<file path="config.mk">
export PLATFORM = sky130hd
export DESIGN_NAME = int_ctrl
export DESIGN_NICKNAME = d
export VERILOG_FILES = /design/src/rtl/int_ctrl_pkg.sv /design/src/rtl/int_ctrl_irq_sync.sv /design/src/rtl/int_ctrl.sv
export SDC_FILE = /design/constraint.sdc
export NUM_CORES = 1
export LEC_CHECK = 0
export CORE_UTILIZATION = 31
export CTS_CLUSTER_SIZE = 28
export DETAILED_ROUTE_END_ITERATION = 10
export DONT_BUFFER_PORTS = 1
export HOLD_SLACK_MARGIN = 0.03
export PLACE_DENSITY = 0.49
export SYNTH_ARGS = -nofsm -noshare
export SYNTH_HDL_FRONTEND = slang
export SYNTH_SLANG_ARGS = --single-unit
</file>
<file path="constraint.sdc">
create_clock -name clk -period 3.05 [get_ports clk]
set_input_delay 0.305 -clock clk [delete_from_list [all_inputs] [get_ports clk]]
set_output_delay 0.305 -clock clk [all_outputs]
set_load 0.02 [all_outputs]
</file>
<file path="src/rtl/int_ctrl_pkg.sv">
`default_nettype none
// ============================================================================
//  Module      : int_ctrl_pkg
//  Description : Shared constants for the interrupt controller: register
//                indices, TCTRL bit positions, timer line index and the
//                interrupt vector width.
//  Ports       : none (package)
//  Revision    : 1.0 - initial release
// ============================================================================
package int_ctrl_pkg;

   localparam int W_INT      = 6;   // width of the vector fed to CP0 Cause.IP[7:2]
   localparam int TIMER_LINE = 5;   // compare timer occupies the top line

   localparam logic [2:0] REG_IMASK  = 3'd0;
   localparam logic [2:0] REG_IPEND  = 3'd1;
   localparam logic [2:0] REG_IMODE  = 3'd2;
   localparam logic [2:0] REG_TCOUNT = 3'd3;
   localparam logic [2:0] REG_TCMP   = 3'd4;
   localparam logic [2:0] REG_TCTRL  = 3'd5;

   localparam int TCTRL_EN  = 0;    // count enable
   localparam int TCTRL_PER = 1;    // reload to zero on match

endpackage
`default_nettype wire

</file>
<file path="src/rtl/int_ctrl_irq_sync.sv">
`default_nettype none
// ============================================================================
//  Module      : irq_sync
//  Description : Two-flop synchronizer for one asynchronous request line,
//                followed by a history flop for rising-edge detection.
//  Ports       : clk     - system clock
//                rst_    - asynchronous active-low reset
//                irq_raw - asynchronous request, active-high
//                lvl     - synchronized level (sync2)
//                rise    - one-cycle pulse on a synchronized rising edge
//  Revision    : 1.0 - initial release
// ============================================================================
module irq_sync
   import int_ctrl_pkg::*;
(
   input  logic clk,
   input  logic rst_,
   input  logic irq_raw,
   output logic lvl,
   output logic rise
);

   logic r_sync1;
   logic r_sync2;
   logic r_prev;

   always_ff @(posedge clk or negedge rst_) begin
      if (!rst_) begin
         r_sync1 <= 1'b0;
         r_sync2 <= 1'b0;
         r_prev  <= 1'b0;
      end else begin
         r_sync1 <= irq_raw;
         r_sync2 <= r_sync1;
         r_prev  <= r_sync2;
      end
   end

   assign lvl  = r_sync2;
   assign rise = r_sync2 & ~r_prev;

endmodule
`default_nettype wire

</file>
<file path="src/rtl/int_ctrl.sv">
`default_nettype none
// ============================================================================
//  Module      : int_ctrl
//  Description : Interrupt controller producing the 6-bit hardware interrupt
//                vector for CP0. Five external lines (edge or level) plus a
//                compare timer on the top line, each with pending latch and
//                mask, configured over a single-cycle register port.
//  Ports       : clk       - system clock
//                rst_      - asynchronous active-low reset
//                irq_raw   - external requests, asynchronous, active-high
//                bus_req   - register access request (single-cycle pulse)
//                bus_we    - 1 = write, 0 = read
//                bus_addr  - register index
//                bus_wdata - write data
//                bus_rdata - registered read data, held until the next read
//                bus_ack   - access done, one cycle after bus_req
//                int_o     - registered masked pending vector
//  Revision    : 1.0 - initial release
// ============================================================================
module int_ctrl
   import int_ctrl_pkg::*;
#(
   parameter int N_EXT = 5,
   parameter int CNT_W = 32
)(
   input  logic             clk,
   input  logic             rst_,
   input  logic [N_EXT-1:0] irq_raw,
   input  logic             bus_req,
   input  logic             bus_we,
   input  logic [2:0]       bus_addr,
   input  logic [31:0]      bus_wdata,
   output logic [31:0]      bus_rdata,
   output logic             bus_ack,
   output logic [W_INT-1:0] int_o
);

   localparam logic [CNT_W-1:0] c_cnt_one = {{(CNT_W-1){1'b0}}, 1'b1};

   logic [W_INT-1:0]      r_mask;
   logic [W_INT-1:0]      r_pend;
   logic [TIMER_LINE-1:0] r_mode;
   logic [CNT_W-1:0]      r_count;
   logic [CNT_W-1:0]      r_cmp;
   logic [1:0]            r_tctrl;
   logic [31:0]           r_rdata;
   logic                  r_ack;
   logic [W_INT-1:0]      r_int;

   logic [TIMER_LINE-1:0] w_lvl;
   logic [TIMER_LINE-1:0] w_rise;
   logic                  w_wr;
   logic                  w_rd;
   logic [W_INT-1:0]      w_w1c;
   logic                  w_cmp_wr;
   logic                  w_match;
   logic [W_INT-1:0]      w_pend_nxt;
   logic [CNT_W-1:0]      w_count_nxt;
   logic [31:0]           w_rdata_mux;

   // External lines; unpopulated positions below the timer line read as idle.
   genvar gi;
   generate
      for (gi = 0; gi < TIMER_LINE; gi++) begin : g_line
         if (gi < N_EXT) begin : g_ext
            irq_sync u_sync (
               .clk     (clk),
               .rst_    (rst_),
               .irq_raw (irq_raw[gi]),
               .lvl     (w_lvl[gi]),
               .rise    (w_rise[gi])
            );
         end else begin : g_none
            assign w_lvl[gi]  = 1'b0;
            assign w_rise[gi] = 1'b0;
         end
      end
   endgenerate

   assign w_wr     = bus_req & bus_we;
   assign w_rd     = bus_req & ~bus_we;
   assign w_w1c    = (w_wr && bus_addr == REG_IPEND) ? bus_wdata[W_INT-1:0] : '0;
   assign w_cmp_wr = w_wr && (bus_addr == REG_TCMP);
   assign w_match  = r_tctrl[TCTRL_EN] && (r_count == r_cmp);

   // Pending next state. A hardware set always wins over a W1C on the same
   // bit; level lines simply track the synchronized input and ignore W1C.
   always_comb begin
      w_pend_nxt = r_pend;
      for (int i = 0; i < TIMER_LINE; i++) begin
         if (r_mode[i])
            w_pend_nxt[i] = w_rise[i] | (r_pend[i] & ~w_w1c[i]);
         else
            w_pend_nxt[i] = w_lvl[i];
      end
      // Rewriting the compare value retires the old match, even one that
      // is being detected this very cycle.
      if (w_cmp_wr)
         w_pend_nxt[TIMER_LINE] = 1'b0;
      else if (w_match)
         w_pend_nxt[TIMER_LINE] = 1'b1;
      else if (w_w1c[TIMER_LINE])
         w_pend_nxt[TIMER_LINE] = 1'b0;
   end

   // A software write to TCOUNT overrides both increment and reload.
   always_comb begin
      w_count_nxt = r_count;
      if (w_wr && bus_addr == REG_TCOUNT)
         w_count_nxt = bus_wdata[CNT_W-1:0];
      else if (r_tctrl[TCTRL_EN]) begin
         if (w_match && r_tctrl[TCTRL_PER])
            w_count_nxt = '0;
         else
            w_count_nxt = r_count + c_cnt_one;
      end
   end

   always_comb begin
      w_rdata_mux = 32'h0;
      case (bus_addr)
         REG_IMASK:  w_rdata_mux = 32'(r_mask);
         REG_IPEND:  w_rdata_mux = 32'(r_pend);
         REG_IMODE:  w_rdata_mux = 32'(r_mode);
         REG_TCOUNT: w_rdata_mux = 32'(r_count);
         REG_TCMP:   w_rdata_mux = 32'(r_cmp);
         REG_TCTRL:  w_rdata_mux = 32'(r_tctrl);
         default:    w_rdata_mux = 32'h0;
      endcase
   end

   always_ff @(posedge clk or negedge rst_) begin
      if (!rst_) begin
         r_mask  <= '0;
         r_pend  <= '0;
         r_mode  <= '0;
         r_count <= '0;
         r_cmp   <= '0;
         r_tctrl <= '0;
         r_rdata <= '0;
         r_ack   <= 1'b0;
         r_int   <= '0;
      end else begin
         r_ack   <= bus_req;
         r_pend  <= w_pend_nxt;
         r_count <= w_count_nxt;
         r_int   <= r_pend & r_mask;
         // Sampled with non-blocking semantics, so a read returns the
         // register contents from before this edge.
         if (w_rd)
            r_rdata <= w_rdata_mux;
         if (w_wr) begin
            case (bus_addr)
               REG_IMASK: r_mask  <= bus_wdata[W_INT-1:0];
               REG_IMODE: r_mode  <= bus_wdata[TIMER_LINE-1:0];
               REG_TCMP:  r_cmp   <= bus_wdata[CNT_W-1:0];
               REG_TCTRL: r_tctrl <= bus_wdata[1:0];
               default: ;
            endcase
         end
      end
   end

   assign bus_rdata = r_rdata;
   assign bus_ack   = r_ack;
   assign int_o     = r_int;

endmodule
`default_nettype wire

</file>
==> Word level (Yosys, flattened, before mapping) <==
Index checks and enable logic that the tools add are counted.
{ "word_totals": {"n_memories": 0, "out_inout_bits": 39, "register_bits": 137, "ram_bits": 0, "wordCells": 86, "latch_bits": 0, "rom_bits": 0, "inputBits": 44} }
{ "op_classes": {"muxes": 13, "div_mod_pow": 0, "magnitude_cmp": 0, "multipliers": 0, "eq_ne": 6, "shift": 0, "n_addsub": 1, "n_bitwise": 29, "n_reduce_logical": 12} }
{ "ops": {"columns": ["operator", "n"], "rows": [
  ["32-bit case mux with 6 select lines", 1],
  ["32-bit two-way mux", 3],
  ["32-bit by 1-bit adder with 32-bit output, second input constant", 1],
  ["32-bit == test", 1],
  ["1-bit AND", 12],
  ["1-bit NOT", 11],
  ["1-bit two-way mux", 8],
  ["2-bit AND reduction", 4],
  ["6-bit AND", 1],
  ["3-bit by 2-bit == test with 1-bit output, second input constant", 2],
  ["3-bit == test, second input constant", 2],
  ["6-bit two-way mux", 1],
  ["1-bit logical AND", 5],
  ["1-bit bitwise OR", 5],
  ["3-bit by 1-bit == test with 1-bit output, second input constant", 1],
  ["3-bit zero test", 1],
  ["3-bit nonzero test", 1],
  ["2-bit nonzero test", 1]
]} }

==> Logic depth before layout (Yosys ltp) <==
{ "logic_depth": {"depth_word": 7, "ltp_mapped": 10, "depth_no_buf": 8} }

==> Cells and area by module <==
Synthesis repeated with hierarchy kept, for this count alone.
{ "unflattened": {"cells_unflattened": 672, "area_unflattened_um2": 6981.7} }
{ "by_module_without_submodules": {"columns": ["mod", "cells_per_inst", "area_per_inst_um2", "instances", "seq_area_each_um2"], "rows": [
  ["int_ctrl", 652, 6537.5, 1, 3052.9],
  ["irq_sync", 4, 88.8, 5, 75.1]
]} }

==> Worst setup path before layout <==
No wires, ideal clock.
{ "synth_path": {"path_type": "register to register", "from": "register r_count[0]", "to": "register r_count[30]", "stages_incl_launch_ff": 9, "t_arrival_ns": 2.010, "setup_slack_ns": 0.958, "n_path_buf": 0, "required_ns": 2.968, "setup_time_ns": 0.082, "period_less_slack_ns": 2.092, "path_cell_list": "dfrtp_1 > ha_1 > nand3_1 > nor3_2 > nand2_1 > nor2_1 > nand4_1 > or3_1 > a31oi_1"} }
{ "synth_between": {"elab_chain_cells": 6, "word_cells_on_any_way": 7, "classes_between": "add/sub: 1; eq/ne: 1; mux: 3; reduce/logical: 2"} }
{ "synth_lines": {"columns": ["item", "line_no", "text"], "rows": [
  ["from (decl)", "int_ctrl.sv:43", "logic [CNT_W-1:0] r_count;"],
  ["from (signal assigned)", "int_ctrl.sv:146", "r_count <= w_count_nxt;"],
  ["parallel branches: the longest is 3 deep, another holds 32-bit by 1-bit adder with 32-bit output", null, null],
  ["32-bit two-way mux *", "int_ctrl.sv:112", "if (w_match && r_tctrl[TCTRL_PER])"],
  ["32-bit two-way mux *", "int_ctrl.sv:111", "else if (r_tctrl[TCTRL_EN]) begin"],
  ["32-bit two-way mux *", "int_ctrl.sv:109", "if (w_wr && bus_addr == REG_TCOUNT)"]
]} }
Mark *: on every way between the ends. The select of a mux whose other input is x is not followed.
A chain may end at the register's enable or synchronous reset.

==> Worst setup path in the final report <==
{ "layout_path": {"from": "register r_count[10]", "to": "register r_count[20]"} }
The elaborated chain is that of the path after synthesis.

==> impl_metrics.toml <==
[placed_design]
numPortBuffers = 0
place.detailed.hpwl_mm = 13.3
gp_congestion = 0.888
placed_standard_cell_area_sq_mm = 0.00692

[logic_synthesis]
ranking_of_synthesized_cells_by_instance_count = "sky130_fd_sc_hd__dfrtp_1 (137), sky130_fd_sc_hd__nand2_1 (76), sky130_fd_sc_hd__o21ai_0 (56), sky130_fd_sc_hd__nor2_1 (53), sky130_fd_sc_hd__mux2_2 (47)"
yosys_warnings = 0
synthAdderAreaFrac_pct = 0.188
syn-cell-area_sq_mm = 0.00664
synth_top_area_share_pct = 51.6
largest_area_contributor_in_the_netlist = "sky130_fd_sc_hd__dfrtp_1"
synth_seq_cells = 137
asyncSetResetFlopFracSynth_pct = 100
most_common_cell_in_the_synthesized_netlist = "sky130_fd_sc_hd__dfrtp_1"
compound_gate_fraction_of_synth_area_pct = 15.3
distinct_cell_type_count_of_the_synthesized_netlist = 58
netlist_instances = 655
synth_mux_area_share_pct = 8.91
synth_top_cells_by_area = "sky130_fd_sc_hd__dfrtp_1 (52%), sky130_fd_sc_hd__mux2_2 (8.0%), sky130_fd_sc_hd__nand2_1 (4.3%)"
synth-edff-count = 0
post_synth_xor_area_fraction_pct = 3.83
syn_avg_cell_area_sq_um = 10.1
yosys_most_used_dff = "sky130_fd_sc_hd__dfrtp_1"
dominant_combinational_cell_family_by_area_after_synthesis = "simple AND/OR/NAND/NOR gates"
synth-simple-area-share_pct = 16.9
syn-num-nets = 700
synth_seq_area_share_pct = 51.6

[die]
design.core.area_sq_mm = 0.0210
die_area_sq_mm = 0.0220
io-pin-count = 83
die_w_um = 148
initial_standard_cell_utilization_of_the_core_pct = 31.6
dieHeight_um = 148
std_cell_rows = 53

[job]
cap_violations = 0

[finish]
finalNetCount = 729
share_of_post_route_cells_with_drive_strength_above_1_pct = 14.6
areaGrowthSynthToFinish_pct = 20.0
final_design_area_no_fill_sq_mm = 0.00797
antenna-diode-count = 0

[setup_path]
setup.worst_path.start_class = "flip-flop"
r2r_end = "r_count[20]"
critPathTopFamily = "simple AND/OR/NAND/NOR gates"
cp_cell_sequence = "nor2b_1, a2111o_1, nor4_1, and4_1, buf_4, nand2b_1, o311a_1, a21oi_1"
critical_path_arrival_ns = 2.84
cpPeakStageDelay_ns = 0.49
crit_type = "reg -> reg"
critical_path.slowest_cell = "sky130_fd_sc_hd__dfrtp_1"
worst_r2r_path_depth = 8
reg_to_reg_critical_path_startpoint = "r_count[10]"
worst-endpoint-required_ns = 3.34
end_kind = "flip-flop"
cp_num_buf_inv = 1
critical_path_peak_fanout = 28
worst-r2r-setup-slack_ns = 0.49

[detailed_routing]
firstDrtPassIters = 5
wl_mm = 20.2
detail_route.iter0.violations = 432
postRouteAntennaNets = 0
wl_per_cell_um = 20.8
drc = 0
vias = 5231
drt-vias-per-instance = 5.38

[outcome]
run_status = "finished with violations"
failed_checks = "hold timing"

[clocking]
tritoncts = "yes"
clk_pin_slew_worst_paths_ns = 0.06
clk_latency_ns = 0.43
clock_sinks = 137
post_cts_resized = 0
cts_root_buf = "sky130_fd_sc_hd__clkbuf_16"
cts-buffers-inserted = 17
ctsLongestPathBuffers = 2
cts_htree_levels = 4

[global_routing]
antenna_found_initial = 0
overflow = 0
grt.total_usage_pct = 19.4
grt_first_pass_wirelength_mm = 32.0
maximum_number_of_pins_on_one_net_before_global_route_repair = 138
first_global_vias = 5513

[power]
pwr_density_cell_mw_per_mm2 = 761
leakage_uw = 0.00323
peakVddDrop_mv = 0.346

[sta]
timing.final.crit_share_pct = 83.8
timing_max_transition_violations_final = 0
fmaxAchievable_ghz = 0.391
setup_violations = 0
grt_setup_unrepaired = "false"
max_slew_margin_pct = 21.6
hold_viol = 137
final.setup.tns_ns = 0
worst_slew_pin_slew_ns = 1.17
fin_worst_hold_slack_ns = -0.432
shortest_period_the_worst_path_allows_ns = 2.56
fin_skew_ns = 0.00657

[hold_path]
worstHoldPathType = "in -> async"
==> cell usage in the layout (no fill, tap or decap), drive strengths merged, types with 2 or more instances in the layout <==
master	instances
or3	5
clkbuf	21
a211oi	2
nand2b	3
and3	14
a22oi	34
nor4	3
clkinv	5
nand3b	9
a31oi	21
o2bb2ai	2
dlygate4sd3	39
bufinv	5
dfrtp	137
o21ai	56
and4	2
mux2	47
a32o	5
o22a	4
mux2i	4
nor3	9
nor2	54
a221oi	2
and2	11
nand3	15
nor2b	7
xnor2	28
nand4	18
a21oi	15
buf	15
nand2	76
inv	6
nand4b	3
==> flip-flops by register name, summed over array words and instances (netlist names), 6 cells and up <==
register and count:
r_mask 6, r_cmp 32, int_o 6, r_count 32, r_pend 6, bus_rdata 32
==> metal layers <==
layer  track usage [%]  routed length [um]  vias up  part of all wire, %
li1                  -                   -     2435                    -
met1              25.7                9370     2648                   46
met2              31.0                9650      122                   48
met3              4.63                 858       26                  4.3
met4              6.34                 310        0                  1.5
met5                 0                   0        -                    0
==> kinds of logic (layout without fill, tap and decap cells) <==
group	Yosys count	in the layout
mux	52	52
compound gates	156	156
xor+xnor	29	29
simple gates	230	230
fa+ha+maj	1	1
buf+inv	50	92
flops	137	137
==> timing repair <==
| action | in CTS | in global routing |
|---|---|---|
| setup endpoints to repair | 0 | 0 |
| hold endpoints to repair | 200 | 138 |
| buffers inserted | 0 | 0 |
| hold buffers | 38 | 1 |
==> through the flow <==
step | utilization (%) | power [uW] | hold slack, ns | worst slack (ns) | cells
3_5_place_dp | 32.9 | 3750 | 0.0117 | 0.494 | 901
3_3_place_gp | 32.9 | 3720 | 0.0127 | 0.436 | 901
6_report | 37.9 | 6070 | -0.432 | 0.493 | 972
4_1_cts | 37.9 | 6120 | -0.447 | 0.482 | 971
2_1_floorplan | - | 3370 | 0.00941 | 0.958 | 655
5_1_grt | 37.9 | 6380 | -0.451 | 0.259 | 972
==> worst max-delay path by stage <==
stage	start	to	slack, ns	cells after the start
floorplan	r_count[0]	r_count[30]	0.96	8
global placement	r_count[10]	r_count[20]	0.44	8
finish	r_count[10]	r_count[20]	0.49	8
detailed placement	r_count[10]	r_count[20]	0.49	8
global route	r_count[11]	r_count[26]	0.26	7
CTS	r_count[10]	r_count[20]	0.48	8
==> worst reg2reg max path, cell delays in order, from the launching register on <==
cell,delay [ns]
sky130_fd_sc_hd__dfrtp_1,0.49
sky130_fd_sc_hd__nor2b_1,0.09
sky130_fd_sc_hd__a2111o_1,0.38
sky130_fd_sc_hd__nor4_1,0.26
sky130_fd_sc_hd__and4_1,0.26
sky130_fd_sc_hd__buf_4,0.32
sky130_fd_sc_hd__nand2b_1,0.33
sky130_fd_sc_hd__o311a_1,0.23
sky130_fd_sc_hd__a21oi_1,0.07
==> final cells by class <==
type	instances	area [sq um]
timing repair buffer	54	515
clock inverter	11	194
clock buffer	21	460
fill	2030	13100
tap	275	344
inverter	6	22.5
multi-input combinational	468	3000
sequential	137	3430
==> where the power goes <==
| group | internal [uW] | switching, uW | total, uW | leakage [uW] |
|---|---|---|---|---|
| clock network | 1490 | 808 | 2300 | 0.000317 |
| logic | 541 | 557 | 1100 | 0.00124 |
| registers | 2160 | 510 | 2670 | 0.00166 |
| total | 4190 | 1880 | 6070 | 0.00323 |
Note: power is estimated with default switching activity, not from simulation.
